[config.mk]
export PLATFORM = sky130hd
export DESIGN_NAME = ascon_xor_absorb
export DESIGN_NICKNAME = d
export VERILOG_FILES = /design/src/rtl/ascon_pack.sv /design/src/rtl/ascon_pad.sv /design/src/rtl/ascon_xor_absorb.sv
export SDC_FILE = /design/constraint.sdc
export NUM_CORES = 1
export LEC_CHECK = 0
export ABC_AREA = 1
export CORE_AREA = 2 2 357 359
export DETAILED_ROUTE_END_ITERATION = 10
export DIE_AREA = 0 0 359 361
export DONT_BUFFER_PORTS = 1
export REMOVE_ABC_BUFFERS = 1
export SKIP_CTS_REPAIR_TIMING = 1
export SLEW_MARGIN = 20
export SYNTH_ARGS = -nofsm -noshare
export SYNTH_HDL_FRONTEND = slang
export SYNTH_SLANG_ARGS = --single-unit
[constraint.sdc]
create_clock -name clock_i -period 2 [get_ports clock_i]
set_input_delay 0.4 -clock clock_i [delete_from_list [all_inputs] [get_ports clock_i]]
set_output_delay 0.4 -clock clock_i [all_outputs]
set_load 0.03 [all_outputs]
[src/rtl/ascon_pack.sv]
// Shared types and constants for the Ascon absorb/XOR datapath.
package ascon_pack;

    typedef struct packed {
        logic [63:0] x0;
        logic [63:0] x1;
        logic [63:0] x2;
        logic [63:0] x3;
        logic [63:0] x4;
    } type_state;

    typedef enum logic [1:0] {
        PASS      = 2'b00,
        KEY_BEGIN = 2'b01,
        DATA      = 2'b10,
        KEY_END   = 2'b11
    } type_xor_mode;

    localparam logic [7:0]  PAD_BYTE = 8'h80;
    localparam int unsigned RATE_64  = 64;
    localparam int unsigned RATE_128 = 128;

endpackage

[src/rtl/ascon_pad.sv]
// Byte-granular padding of a rate block: data bytes, then 0x80, then zeros.
module ascon_pad
    import ascon_pack::*;
#(
    parameter int unsigned RATE_BITS = 64
) (
    input  logic [RATE_BITS-1:0]         data_i,
    input  logic [$clog2(RATE_BITS/8):0] data_bytes_i,
    output logic [RATE_BITS-1:0]         pad_o,
    output logic [RATE_BITS/8-1:0]       byte_mask_o
);

    localparam int unsigned NBYTES = RATE_BITS / 8;
    localparam int unsigned NB_W   = $clog2(NBYTES) + 1;

    logic [NB_W-1:0] n_clamp;

    // Byte i sits at the MSB end; mask bit NBYTES-1-i follows the same ordering.
    always_comb begin
        n_clamp     = (data_bytes_i > NB_W'(NBYTES)) ? NB_W'(NBYTES) : data_bytes_i;
        pad_o       = '0;
        byte_mask_o = '0;
        for (int unsigned i = 0; i < NBYTES; i++) begin
            if (NB_W'(i) < n_clamp) begin
                pad_o[RATE_BITS-1-8*i -: 8] = data_i[RATE_BITS-1-8*i -: 8];
                byte_mask_o[NBYTES-1-i]     = 1'b1;
            end else if (NB_W'(i) == n_clamp) begin
                pad_o[RATE_BITS-1-8*i -: 8] = PAD_BYTE;
            end
        end
    end

endmodule

[src/rtl/ascon_xor_absorb.sv]
// Registered XOR/absorb stage feeding the Ascon permutation, with a one-entry output register.
module ascon_xor_absorb
    import ascon_pack::*;
#(
    parameter int unsigned RATE_BITS = 64,
    parameter int unsigned KEY_BITS  = 128,
    parameter int unsigned CNT_W     = 8
) (
    input  logic                         clock_i,
    input  logic                         reset_i,
    input  logic                         in_valid_i,
    output logic                         in_ready_o,
    input  logic [1:0]                   mode_i,
    input  logic                         dsep_i,
    input  type_state                    state_i,
    input  logic [KEY_BITS-1:0]          key_i,
    input  logic [RATE_BITS-1:0]         data_i,
    input  logic [$clog2(RATE_BITS/8):0] data_bytes_i,
    output logic                         out_valid_o,
    input  logic                         out_ready_i,
    output type_state                    state_o,
    output logic [RATE_BITS-1:0]         cipher_o,
    output logic [CNT_W-1:0]             block_cnt_o
);

    localparam int unsigned NBYTES = RATE_BITS / 8;

    if (RATE_BITS != RATE_64 && RATE_BITS != RATE_128) begin : g_rate_chk
        $error("ascon_xor_absorb: RATE_BITS must be 64 or 128");
    end
    if (KEY_BITS != 128) begin : g_key_chk
        $error("ascon_xor_absorb: KEY_BITS must be 128");
    end

    type_xor_mode           mode;
    logic                   accept;
    logic [RATE_BITS-1:0]   pad_block;
    logic [NBYTES-1:0]      byte_mask;
    logic [RATE_BITS-1:0]   bit_mask;
    logic [319:0]           state_flat;
    logic [RATE_BITS-1:0]   rate_x;

    type_state              state_d, state_q;
    logic [RATE_BITS-1:0]   cipher_d, cipher_q;
    logic [CNT_W-1:0]       cnt_d, cnt_q;
    logic                   valid_q;

    ascon_pad #(.RATE_BITS(RATE_BITS)) u_pad (
        .data_i       (data_i),
        .data_bytes_i (data_bytes_i),
        .pad_o        (pad_block),
        .byte_mask_o  (byte_mask)
    );

    assign mode       = type_xor_mode'(mode_i);
    assign in_ready_o = !valid_q || out_ready_i;
    assign accept     = in_valid_i && in_ready_o;
    assign state_flat = state_i;
    assign rate_x     = state_flat[319 -: RATE_BITS] ^ pad_block;

    always_comb begin
        bit_mask = '0;
        for (int unsigned i = 0; i < NBYTES; i++) begin
            bit_mask[8*i +: 8] = {8{byte_mask[i]}};
        end
    end

    always_comb begin
        state_d  = state_i;
        cipher_d = rate_x & bit_mask;
        case (mode)
            KEY_BEGIN: begin
                state_d.x3 = state_i.x3 ^ key_i[127:64];
                state_d.x4 = state_i.x4 ^ key_i[63:0];
            end
            KEY_END: begin
                if (RATE_BITS == RATE_64) begin
                    state_d.x1 = state_i.x1 ^ key_i[127:64];
                    state_d.x2 = state_i.x2 ^ key_i[63:0];
                end else begin
                    state_d.x2 = state_i.x2 ^ key_i[127:64];
                    state_d.x3 = state_i.x3 ^ key_i[63:0];
                end
            end
            DATA:    state_d = type_state'({rate_x, state_flat[319-RATE_BITS:0]});
            default: ;
        endcase
        // Domain separation lands after the mode XOR so it composes with every mode.
        state_d.x4[0] = state_d.x4[0] ^ dsep_i;
    end

    always_comb begin
        cnt_d = cnt_q;
        if (accept) begin
            if (mode == KEY_BEGIN) begin
                cnt_d = '0;
            end else if (mode == DATA && cnt_q != '1) begin
                cnt_d = cnt_q + 1'b1;
            end
        end
    end

    always_ff @(posedge clock_i) begin
        if (reset_i) begin
            valid_q  <= 1'b0;
            state_q  <= '0;
            cipher_q <= '0;
            cnt_q    <= '0;
        end else begin
            if (accept) begin
                valid_q <= 1'b1;
                state_q <= state_d;
                if (mode == DATA) begin
                    cipher_q <= cipher_d;
                end
            end else if (out_ready_i) begin
                valid_q <= 1'b0;
            end
            cnt_q <= cnt_d;
        end
    end

    assign out_valid_o = valid_q;
    assign state_o     = state_q;
    assign cipher_o    = cipher_q;
    assign block_cnt_o = cnt_q;

endmodule
# After elaboration in Yosys (flattened, before gate mapping)
# Index checks and enable logic that the tools add are counted.
# word_totals
register_bits	393
inputBits	523
out_inout_bits	394
wordCells	78
# op_classes
addsub	1
n_lt_le_gt_ge	9
eq_ne	11
muxes	33
bitwise	7
reduce_logical	9
# op_table
cell	n
$xor 64x64->64	5
$mux 64	3
$mux 8	18
$mux 128	1
$and 64x64->64	1
$eq 3x4->1 const A	4
$lt 3x4->1 const A	4
$mux 1	10
$add 8x1->8 const B	1
$eq 2x4->1 const A	2
$lt 1x4->1 const A	2
$lt 2x4->1 const A	2
$ne 8x8->1 const B	1
$eq 1x4->1 const A	1
$eq 2x2->1 const B	2
$gt 4x4->1 const B	1
$logic_not 4->1	1
$mux 4	1
$reduce_and 2->1	2
$reduce_bool 2->1	2
$eq 2x1->1 const B	1
$logic_and 1x1->1	2
$logic_not 1->1	1
$logic_or 1x1->1	1
$xor 1x1->1	1

# Depth between registers and ports, before layout
# logic_depth
depth_word	7
mapped_depth	10
depth_no_buf	9

# Cells and area by module
# A second synthesis with hierarchy kept.
# unflattened
hier_cells	2405
hier_area_um2	18351.4
# by_module_without_submodules
mod	n_inst	cells_per_inst	area_each_um2
ascon_xor_absorb	1	2250	17694.5
ascon_pad	1	155	656.9

# Worst setup path after synthesis
# Ideal clock, no wire load.
# synth_path
kind	flip-flop to flip-flop
start	register valid_q, in the netlist out_valid_o
end	register state_q (netlist bit state_o[270])
setup_ns	0.070
t_arrival_ns	1.632
required_time_ns	1.930
setup_slack_ns	0.299
stages_incl_launch_ff	7
path_cell_list	dfxtp_1 > nand2_1 > nand2_1 > buf_2 > clkbuf_1 > a21oi_1 > a21oi_1
# synth_via
elab_chain_len	3
# synth_lines
element	line	rtl
from (decl)	ascon_xor_absorb.sv:46	logic valid_q;
from (signal assigned)	ascon_xor_absorb.sv:105	valid_q <= 1'b0;
from (signal assigned)	ascon_xor_absorb.sv:111	valid_q <= 1'b1;
from (signal assigned)	ascon_xor_absorb.sv:117	valid_q <= 1'b0;
$logic_not 1->1	ascon_xor_absorb.sv:56	assign in_ready_o = !valid_q || out_ready_i;
$logic_or 1x1->1	ascon_xor_absorb.sv:56	
named net in_ready_o	ascon_xor_absorb.sv:12	output logic in_ready_o,
$logic_and 1x1->1	ascon_xor_absorb.sv:57	assign accept = in_valid_i && in_ready_o;
to (signal assigned)	ascon_xor_absorb.sv:112	state_q <= state_d;
to (decl)	ascon_xor_absorb.sv:43	type_state state_d, state_q;
# The timed path passes the listed nets, and every way through them passes these cells.
# A chain may end at the register's enable or synchronous reset.

# Final worst setup path
# layout_path
start	register valid_q, in the netlist out_valid_o
end	register cipher_q[51], in the netlist cipher_o[51]
# layout_via
elab_chain_len	4
# layout_lines
element	line	rtl
$logic_not 1->1	ascon_xor_absorb.sv:56	
$logic_or 1x1->1	ascon_xor_absorb.sv:56	
$logic_and 1x1->1	ascon_xor_absorb.sv:57	
$reduce_and 2->1 (no line)	--	
to (signal assigned)	ascon_xor_absorb.sv:114	cipher_q <= cipher_d;
to (decl)	ascon_xor_absorb.sv:44	logic [RATE_BITS-1:0] cipher_d, cipher_q;
# No other way between the ends.

==> run_results.csv <==
group,metric,value,unit
logic_synthesis,ys_async_sr_fraction,0,%
clock_tree,htree_levels,2,
critical_path,cpPeakStageDelay,0.37,ns
final_layout,drive_gt1_share,8.50,%
logic_synthesis,synth_top_flop_cell,"dfxtp_1",
grt,grt_use_met1,18.4,%
logic_synthesis,synth_common_cells,"nand2_1 (526), a21oi_1 (457), dfxtp_1 (393)",
timing,rsz0062_at_grt,"false",
critical_path,crit_type,"reg2reg",
logic_synthesis,netlist_area,18000,um2
pwr,power_leakage,8.97,nW
timing,maxSlewHeadroom,44.4,%
worst_hold_path,whs_path_depth,2,
timing,setup-violations-final,0,
critical_path,cp_num_cells,7,
floorplan,coreArea,125000,um2
critical_path,cp_top_family,"simple AND/OR/NAND/NOR gates",
place,placed_cells,3935,
drt,drtIter0Drc,1616,
critical_path,reg2reg_depth,7,
floorplan,io_pins,917,
drt,vias,18183,
logic_synthesis,synth_edf_count,0,
timing,hold_violations,5,
final_layout,multiInputGateArea,9170,um2
final_layout,syn2layout_area_growth,36.3,%
floorplan,rows,130,
final_layout,final-seq-area,7870,um2
logic_synthesis,synthCells,2349,
clock_tree,clk_pin_slew,0.06,ns
drt,viasPerCell,4.24,
timing,hold_ws,-0.0128,ns
final_layout,stdcell_area,24600,um2
drt,antenna_left,0,
timing,max_freq,550,MHz
critical_path,cp_cell_sequence,"a21oi_4, nand2_2, buf_12, nor2_1, buf_4, nand2_1, a21oi_1",
timing,finClkSkew,0.0160,ns
logic_synthesis,synth_cell_types,31,
final_layout,fillers,13948,
clock_tree,clk_latency,0.62,ns
logic_synthesis,synth_top_cell_by_area,"dfxtp_1",
final_layout,final_cells,4290,
drt,finalWirelength,113000,um
clock_tree,cts_buffer_depth,3,
grt,met2_usage,25.6,%
grt,grt-ovfl-total,0,
timing,report.final.slew_viol_count,0,
critical_path,cp-end-kind,"flop",
drt,dr.pass1.iters,5,
grt,antenna_found_initial,47,
timing,fin_crit,1.82,ns
critical_path,worst-r2r-setup-slack,0.18,ns
place,placed_area,20400,um2
clock_tree,cts.sinks,393,
grt,grt_pass1_vias,15841,
pwr,p_total,22.8,mW
pwr,powerDensity,929,nW/um2
status,status,"complete, but fails checks",
final_layout,fin_nets,3095,
floorplan,die_h,361,um
clock_tree,numCtsBuffers,49,
logic_synthesis,syn_area_per_cell,7.67,um2
critical_path,worstPathArrival,2.35,ns
grt,grt_util_all_layers,16.1,%
critical_path,critPathMaxFanout,17,
place,hpwl,91600,um
floorplan,start_util,14.4,%
grt,grt_max_degree,98,
critical_path,startpoint_type,"flop",
clock_tree,cts_root_buf,"clkbuf_16",
critical_path,crit_buf_inv,2,
place,portBuffers,0,
timing,final.period_utilization,90.9,%
clock_tree,cts_tree,"yes",
drt,drc,0,
logic_synthesis,synth_seq_area_share,43.6,%
floorplan,fp.dieArea,130000,um2
logic_synthesis,synth.top_cells.by_area,"dfxtp_1 (44%), xor2_1 (13%), a21oi_1 (13%)",
logic_synthesis,synth.top_cell.area_share,43.6,%
status,violations,"hold timing",
drt,post_drt_wl_per_cell,26.3,um
logic_synthesis,yosys.cell_count.top_type,"nand2_1",
critical_path,cp_data_required_time,2.53,ns
timing,tightest_slew,0.834,ns
worst_hold_path,hp-class,"in2reg",
place,globalplace.congestion,1.03,
grt,gr-usage-met3,7.08,%
pwr,ir_drop,0.000593,V
floorplan,die_w,359,um
grt,grt_pass1_wl,143000,um
logic_synthesis,ys_ff_latch,393,
grt,busiest_layer,"met2",
flow_run,cap_violations,0,
logic_synthesis,ys_warn_count,0,
critical_path,cp_slowest_cell,"dfxtp_1",
cells in the final DEF (no fill, tap or decap), types with 3 or more instances in the layout:
master         synthesis  final
nand2_1              526    524
a21oi_1              457    457
dfxtp_1              393    393
o21ai_0              324    324
xor2_1               270    270
dlygate4sd3_1          0    234
buf_4                  5     84
nand3_1               70     70
inv_1                 53     50
clkbuf_16              0     50
diode_2                0     29
xnor2_1               23     23
buf_12                 0     23
nor2_1                20     20
clkinv_2               0     10
inv_2                  7      8
nand4_1                8      8
clkbuf_8               0      7
nand3b_1               6      6
clkinvlp_4             0      6
inv_6                  0      5
nand2_2                3      5
bufinv_16              0      5
clkbuf_1              63      4
a21oi_2                4      3
clkinv_4               0      3
worst reg2reg max path: stages (launching register included):
cell and delay (ns):
dfxtp_1 0.37, a21oi_4 0.23, nand2_2 0.15, buf_12 0.19, nor2_1 0.35, buf_4 0.24
nand2_1 0.07, a21oi_1 0.15
where the power goes:
part	leakage, nW	internal (mW)	total (mW)	switching (mW)
Combinational	4.90	1.21	3.00	1.79
Clock	0.825	5.53	9.47	3.94
Sequential	3.25	8.42	10.3	1.93
Total	8.97	15.2	22.8	7.66
through the flow:
| stage | setup TNS, ns | setup WS, ns | utilization [%] |
|---|---|---|---|
| global route | 0 | 0.0133 | 19.6 |
| global placement | -0.00358 | -0.00358 | 16.3 |
| CTS | 0 | 0.0961 | 17.6 |
| detailed placement | 0 | 0.0437 | 16.3 |
| finish | 0 | 0.181 | 19.6 |
| floorplan | -3975.51 | -14.40 | - |
state kept, by name, indices dropped and copies added (netlist names):
name / count
state_o: 320
cipher_o: 64
block_cnt_o: 8
out_valid_o: 1
worst paths after layout:
| path | start | end |
|---|---|---|
| worst max-delay path | out_valid_o | cipher_o[51] |
| worst min register to register | block_cnt_o[5] | block_cnt_o[5] |
| worst min-delay path | state_i[222] | state_o[222] |
| worst max register to register | out_valid_o | cipher_o[51] |
layout make-up:
class | count | share of cell area (%)
Antenna cell | 29 | 0.295
Clock buffer | 61 | 5.55
Tap cell | 1650 | 8.40
Clock inverter | 30 | 1.36
Inverter | 60 | 0.968
Sequential cell | 393 | 32.0
Multi-Input combinational cell | 1725 | 37.3
Timing Repair Buffer | 342 | 14.1
logic make-up after synthesis:
logic type | synth area share (%)
xor gates and xnor gates | 14.2
and+or+nand+nor | 14.4
DFF | 43.6
adders and majority gates | 0.0694
buffers and inverters | 5.60
AOI/OAI and AO/OA | 22.1
routing by layer:
metal	vias to the layer above	wire length, um
met3	316	12500
met1	8444	43200
met4	40	6780
met2	1088	49900
met5	-	285
li1	8295	-
No activity file was read; power rests on OpenSTA's default activity.
